==> src/rtl/gpio_arb_pkg.sv <==
// Shared definitions for the two-port APB arbiter in front of the gpio slave:
// FSM state encoding, one-hot grant codes and the default downstream address width.
package gpio_arb_pkg;

    typedef enum logic [1:0] {
        ST_IDLE   = 2'd0,
        ST_SETUP  = 2'd1,
        ST_ACCESS = 2'd2,
        ST_DONE   = 2'd3
    } arb_state_t;

    localparam logic [1:0] GRANT_P0   = 2'b01;
    localparam logic [1:0] GRANT_P1   = 2'b10;
    localparam int         ARB_ADDR_W = 7;

endpackage

==> src/rtl/gpio_arb_rr2.sv <==
// Combinational 2-way picker: round-robin on ties, or port 0 always wins
// ties when fixed_prio is set. Produces a one-hot grant, 00 when nothing requests.
module gpio_arb_rr2
    import gpio_arb_pkg::*;
(
    input  logic [1:0] req,
    input  logic       last_grant,
    input  logic       fixed_prio,
    output logic [1:0] gnt
);

    always_comb begin
        gnt = 2'b00;
        case (req)
            2'b01: gnt = GRANT_P0;
            2'b10: gnt = GRANT_P1;
            // last_grant is the index of the previous winner; the other port goes next
            2'b11: gnt = (fixed_prio || last_grant) ? GRANT_P0 : GRANT_P1;
            default: gnt = 2'b00;
        endcase
    end

endmodule

==> src/rtl/gpio_apb_arb.sv <==
// Two-port APB arbiter sharing the gpio slave: serialises requests, regenerates
// a clean SETUP/ACCESS sequence downstream and returns registered prdata/pready.
module gpio_apb_arb
    import gpio_arb_pkg::*;
#(
    parameter int ADDR_W     = ARB_ADDR_W,
    parameter int DATA_W     = 32,
    parameter int FIXED_PRIO = 0
)
(
    input  logic              pclk,
    input  logic              presetn,
    input  logic              s0_psel,
    input  logic              s0_penable,
    input  logic              s0_pwrite,
    input  logic [31:0]       s0_paddr,
    input  logic [DATA_W-1:0] s0_pwdata,
    output logic [DATA_W-1:0] s0_prdata,
    output logic              s0_pready,
    input  logic              s1_psel,
    input  logic              s1_penable,
    input  logic              s1_pwrite,
    input  logic [31:0]       s1_paddr,
    input  logic [DATA_W-1:0] s1_pwdata,
    output logic [DATA_W-1:0] s1_prdata,
    output logic              s1_pready,
    output logic              m_psel,
    output logic              m_penable,
    output logic              m_pwrite,
    output logic [ADDR_W-1:0] m_paddr,
    output logic [DATA_W-1:0] m_pwdata,
    input  logic [DATA_W-1:0] m_prdata,
    output logic [1:0]        grant
);

    arb_state_t state;
    logic       last_grant;
    logic [1:0] req;
    logic [1:0] gnt;
    logic       unused_inputs;

    // penable and the upper address bits play no part in arbitration or forwarding
    assign unused_inputs = ^{s0_penable, s1_penable, s0_paddr[31:ADDR_W], s1_paddr[31:ADDR_W]};

    // pready high marks the requester's completion cycle, so it is not a new request
    assign req = {s1_psel & ~s1_pready, s0_psel & ~s0_pready};

    gpio_arb_rr2 u_pick (
        .req        (req),
        .last_grant (last_grant),
        .fixed_prio (FIXED_PRIO != 0),
        .gnt        (gnt)
    );

    always_ff @(posedge pclk or negedge presetn) begin
        if (!presetn) begin
            state      <= ST_IDLE;
            last_grant <= 1'b1;
            grant      <= 2'b00;
            m_psel     <= 1'b0;
            m_penable  <= 1'b0;
            m_pwrite   <= 1'b0;
            m_paddr    <= '0;
            m_pwdata   <= '0;
            s0_prdata  <= '0;
            s1_prdata  <= '0;
            s0_pready  <= 1'b0;
            s1_pready  <= 1'b0;
        end else begin
            case (state)
                ST_IDLE: begin
                    if (gnt != 2'b00) begin
                        m_psel     <= 1'b1;
                        m_penable  <= 1'b0;
                        grant      <= gnt;
                        last_grant <= gnt[1];
                        if (gnt[1]) begin
                            m_paddr  <= s1_paddr[ADDR_W-1:0];
                            m_pwdata <= s1_pwdata;
                            m_pwrite <= s1_pwrite;
                        end else begin
                            m_paddr  <= s0_paddr[ADDR_W-1:0];
                            m_pwdata <= s0_pwdata;
                            m_pwrite <= s0_pwrite;
                        end
                        state <= ST_SETUP;
                    end
                end
                ST_SETUP: begin
                    m_penable <= 1'b1;
                    state     <= ST_ACCESS;
                end
                ST_ACCESS: begin
                    // slave has no wait states: read data is valid in this cycle
                    if (grant[1]) begin
                        if (!m_pwrite) s1_prdata <= m_prdata;
                        s1_pready <= 1'b1;
                    end else begin
                        if (!m_pwrite) s0_prdata <= m_prdata;
                        s0_pready <= 1'b1;
                    end
                    m_psel    <= 1'b0;
                    m_penable <= 1'b0;
                    state     <= ST_DONE;
                end
                ST_DONE: begin
                    s0_pready <= 1'b0;
                    s1_pready <= 1'b0;
                    grant     <= 2'b00;
                    state     <= ST_IDLE;
                end
                default: state <= ST_IDLE;
            endcase
        end
    end

endmodule

==> config.mk <==
export PLATFORM = sky130hd
export DESIGN_NAME = gpio_apb_arb
export DESIGN_NICKNAME = d
export VERILOG_FILES = /design/src/rtl/gpio_arb_pkg.sv /design/src/rtl/gpio_arb_rr2.sv /design/src/rtl/gpio_apb_arb.sv
export SDC_FILE = /design/constraint.sdc
export NUM_CORES = 1
export LEC_CHECK = 0
export ABC_AREA = 1
export BUFFER_PORTS_ARGS = -buffer_cell sky130_fd_sc_hd__clkbuf_2
export CORE_ASPECT_RATIO = 0.5
export CORE_UTILIZATION = 30
export CTS_CLUSTER_SIZE = 40
export DETAILED_ROUTE_END_ITERATION = 7
export PLACE_DENSITY = 0.58
export SETUP_SLACK_MARGIN = 0.15
export SLEW_MARGIN = 20
export SYNTH_ARGS = -nofsm -noshare
export SYNTH_HDL_FRONTEND = slang
export SYNTH_HIERARCHICAL = 1
export SYNTH_SLANG_ARGS = --single-unit
==> constraint.sdc <==
create_clock -name pclk -period 1.3 [get_ports pclk]
set_input_delay 0 -clock pclk [delete_from_list [all_inputs] [get_ports pclk]]
set_output_delay 0 -clock pclk [all_outputs]
set_load 0.01 [all_outputs]
==> results.toml <==
[power_and_ir_drop]
p_leak_nw = 5.16
seqPwrFrac = 0.289
pwr_density_cell_nw_per_um2 = 2380
ir_worst_vdd_v = 0.00101
p_clk_frac = 0.207
p_switching_mw = 8.95
pwr-share-comb = 0.504
internal-power_mw = 13.8
sw_frac_of_total = 0.394
power_mw = 22.7

[drt]
drc = 0
drtAntennaViolNets = 0
vias_per_cell = 4.46
vias = 5527
wl_met3_um = 739
drt-met1-wl_um = 7260
dr.pass1.iters = 4
drt_iter0_drc = 96
avgRoutedWirePerCell_um = 14.3
wl_met2_um = 9210
routed.top_layer = "met4"
wirelength_um = 17700

[clock_tree]
cts.reportedPaths.clkPinSlew_ns = 0.06
cts_buffers = 17
cts.root.buffer_cell = "clkbuf_16"
clock_latency_ns = 0.41
cts_tree = "done"
cts.sinks = 113
clock_path_buffers = 2
htreeDepth = 4

[hold_path]
hold_path.class = "primary input to asynchronous set/reset pin"

[global_route]
track_usage = 0.202
grt_start_max_net_pins = 61
grt_pass1_wl_um = 27000
antenna_found_initial = 0
grt_overflow = 0
grt_pass1_vias = 5608

[finish]
drive_gt1_frac = 0.452
final_util = 0.604
n_antenna_cell = 0
final_common_cell = "nand2_1"
area_growth_pct = 91.9
fin_nets = 1181
final_cell_mix = "nand2_1 (248), clkbuf_2 (224), dlygate4sd3_1 (113)"

[synthesis]
ys_warn_count = 6
seq_area_frac_synth = 0.568
yosysTopAreaCell = "dfrtp_1"
syn-cell-area_um2 = 4980
synth_cell_types = 21
synthTopCellsByArea = "dfrtp_1 (56%), nand2_1 (25%), o21ai_0 (6.6%)"
yosysTopAreaCellShare = 0.563
yosys_register_bits = 113
synth_area_per_cell_um2 = 8.03
synthCells = 620
syn-num-nets = 795

[floorplan]
start_util = 0.315
num_rows = 32
io-pin-count = 278
die_h_um = 93.1
die_area_um2 = 17200
die_w_um = 184
design.core.area_um2 = 15800

[timing]
period_share = 1.20
fin_ws_ns = -0.255
finalCriticalPeriod_ns = 1.55
holdWs_ns = 0.0265
clock_skew_ns = 0.0117
hold_viol = 0
timing.final.setup_violations = 111
drv_slew = 0
rsz0062_at_grt = "yes"
fmaxAchievable_mhz = 643

[setup_path]
critical-path-max-stage-delay_ns = 0.41
critPathMaxFanout = 7
startpoint_type = "register"
path_class = "register to register"
slowest_stage = "dfrtp_1"
end_kind = "register"
cpMostUsedCell = "nand2_1"
path_cells = "nor2_4 -> inv_1 -> nand2_1 -> nand2_2 -> o21ai_4 -> buf_6 -> inv_8 -> clkbuf_16 -> nand2_1 -> nand2_1"
arrival_ns = 1.84
worstPathRequired_ns = 1.59

[place]
gp_congestion = 0.766
dp_hpwl_um = 9490
port_buffers = 225

[run]
cap_violations = 0

[status]
violations = "setup timing"
status = "finished, violations left"
critical path: cells and delay by family, from the launching register on:
family	cells	cell delay [ns]
buf+inv	4	0.39
compound gates	1	0.19
simple gates	5	0.44
flops	1	0.41
cells by family (layout without fill, tap and decap cells):
family	Yosys count	count (layout)	synth area share
AO/OA/AOI/OAI	67	67	0.0696
adder cells (fa/ha/maj)	7	7	0.0176
buffers and inverters	80	478	0.0726
flip-flops	113	113	0.568
other	1	1	0.000753
AND/OR/NAND/NOR	352	353	0.272
per-layer routing:
layer / vias up / global-route usage
met2: 189 / 0.365
li1: 2693 / -
met3: 44 / 0.0424
met1: 2601 / 0.229
met4: 0 / 0.0951
met5: - / 0
state kept, by name, summed over array words and instances, names as in the netlist:
signal and flops:
state 2, s0_pready 1, last_grant 1, m_penable 1, m_paddr 7, s0_prdata 32, m_pwrite 1, s1_pready 1
m_pwdata 32, m_psel 1, s1_prdata 32, grant 2
repair_timing:
| action | in CTS | in global routing |
|---|---|---|
| pin swaps | 10 | 13 |
| gates cloned | 12 | 4 |
| endpoints found under the hold margin | 216 | 0 |
| hold buffers | 113 | 0 |
| gates resized for setup | 127 | 78 |
| setup buffers | 15 | 2 |
| setup endpoints to repair | 111 | 114 |
cell type report:
| cell class | instances | area, um2 |
|---|---|---|
| Tap cell | 221 | 277 |
| Clock buffer | 19 | 453 |
| Fill cell | 1279 | 6260 |
| Multi-Input combinational cell | 428 | 2380 |
| Timing Repair Buffer | 396 | 3250 |
| Sequential cell | 113 | 2830 |
| Clock inverter | 13 | 151 |
| Inverter | 50 | 213 |
power groups by stage:
stage | sequential, mW | combinational [mW] | clock [mW]
global route | 6.78 | 12.5 | 4.99
detailed placement | 6.25 | 7.91 | 0
floorplan | 6.99 | 3.97 | 0
CTS | 6.40 | 10.4 | 4.83
finish | 6.57 | 11.5 | 4.70
global placement | 6.23 | 7.76 | 0
synth_stat cells:
library cell  number
nand3b_2           1
dfrtp_1          112
buf_4              4
buf_6              4
buf_2             13
o21ai_4            1
inv_1             48
nand4_1            1
inv_2              1
conb_1             1
clkinv_1           1
clkbuf_1           9
dfstp_2            1
o21ai_0           66
nand3b_1           1
ha_1               7
nand3_1           10
nand2_2            1
nor2_1             3
or2_2              1
nand2_1          334
per-stage QoR:
stage          setup WS (ns)  cells  instance area [um2]  TNS (ns)
5_1_grt               -0.317   1240                 9560    -19.55
3_3_place_gp          -0.272   1062                 6580    -10.67
6_report              -0.255   1240                 9560    -13.47
2_1_floorplan         -0.148    620                 5140     -6.02
3_5_place_dp          -0.285   1062                 6580    -12.05
4_1_cts               -0.197   1234                 9160    -11.46
final timing paths:
| path | to | cells after the start | from | slack (ns) |
|---|---|---|---|---|
| setup reg to reg | m_pwdata[27]$_DFFE_PN0P_ | 10 | s1_pready$_DFFE_PN0P_ | -0.25 |
| min in group pclk | last_grant$_DFFE_PN1P_ | 7 | s1_psel | 0.18 |
| max in group asynchronous | s0_prdata[14]$_DFFE_PN0P_ | 3 | presetn | 0.64 |
| setup / recovery | m_pwdata[27]$_DFFE_PN0P_ | 10 | s1_pready$_DFFE_PN0P_ | -0.25 |
| hold / removal | m_pwdata[0]$_DFFE_PN0P_ | 2 | presetn | 0.03 |
| hold reg to reg | last_grant$_DFFE_PN1P_ | 2 | last_grant$_DFFE_PN1P_ | 0.47 |
Power figures use the tool's default switching activity.
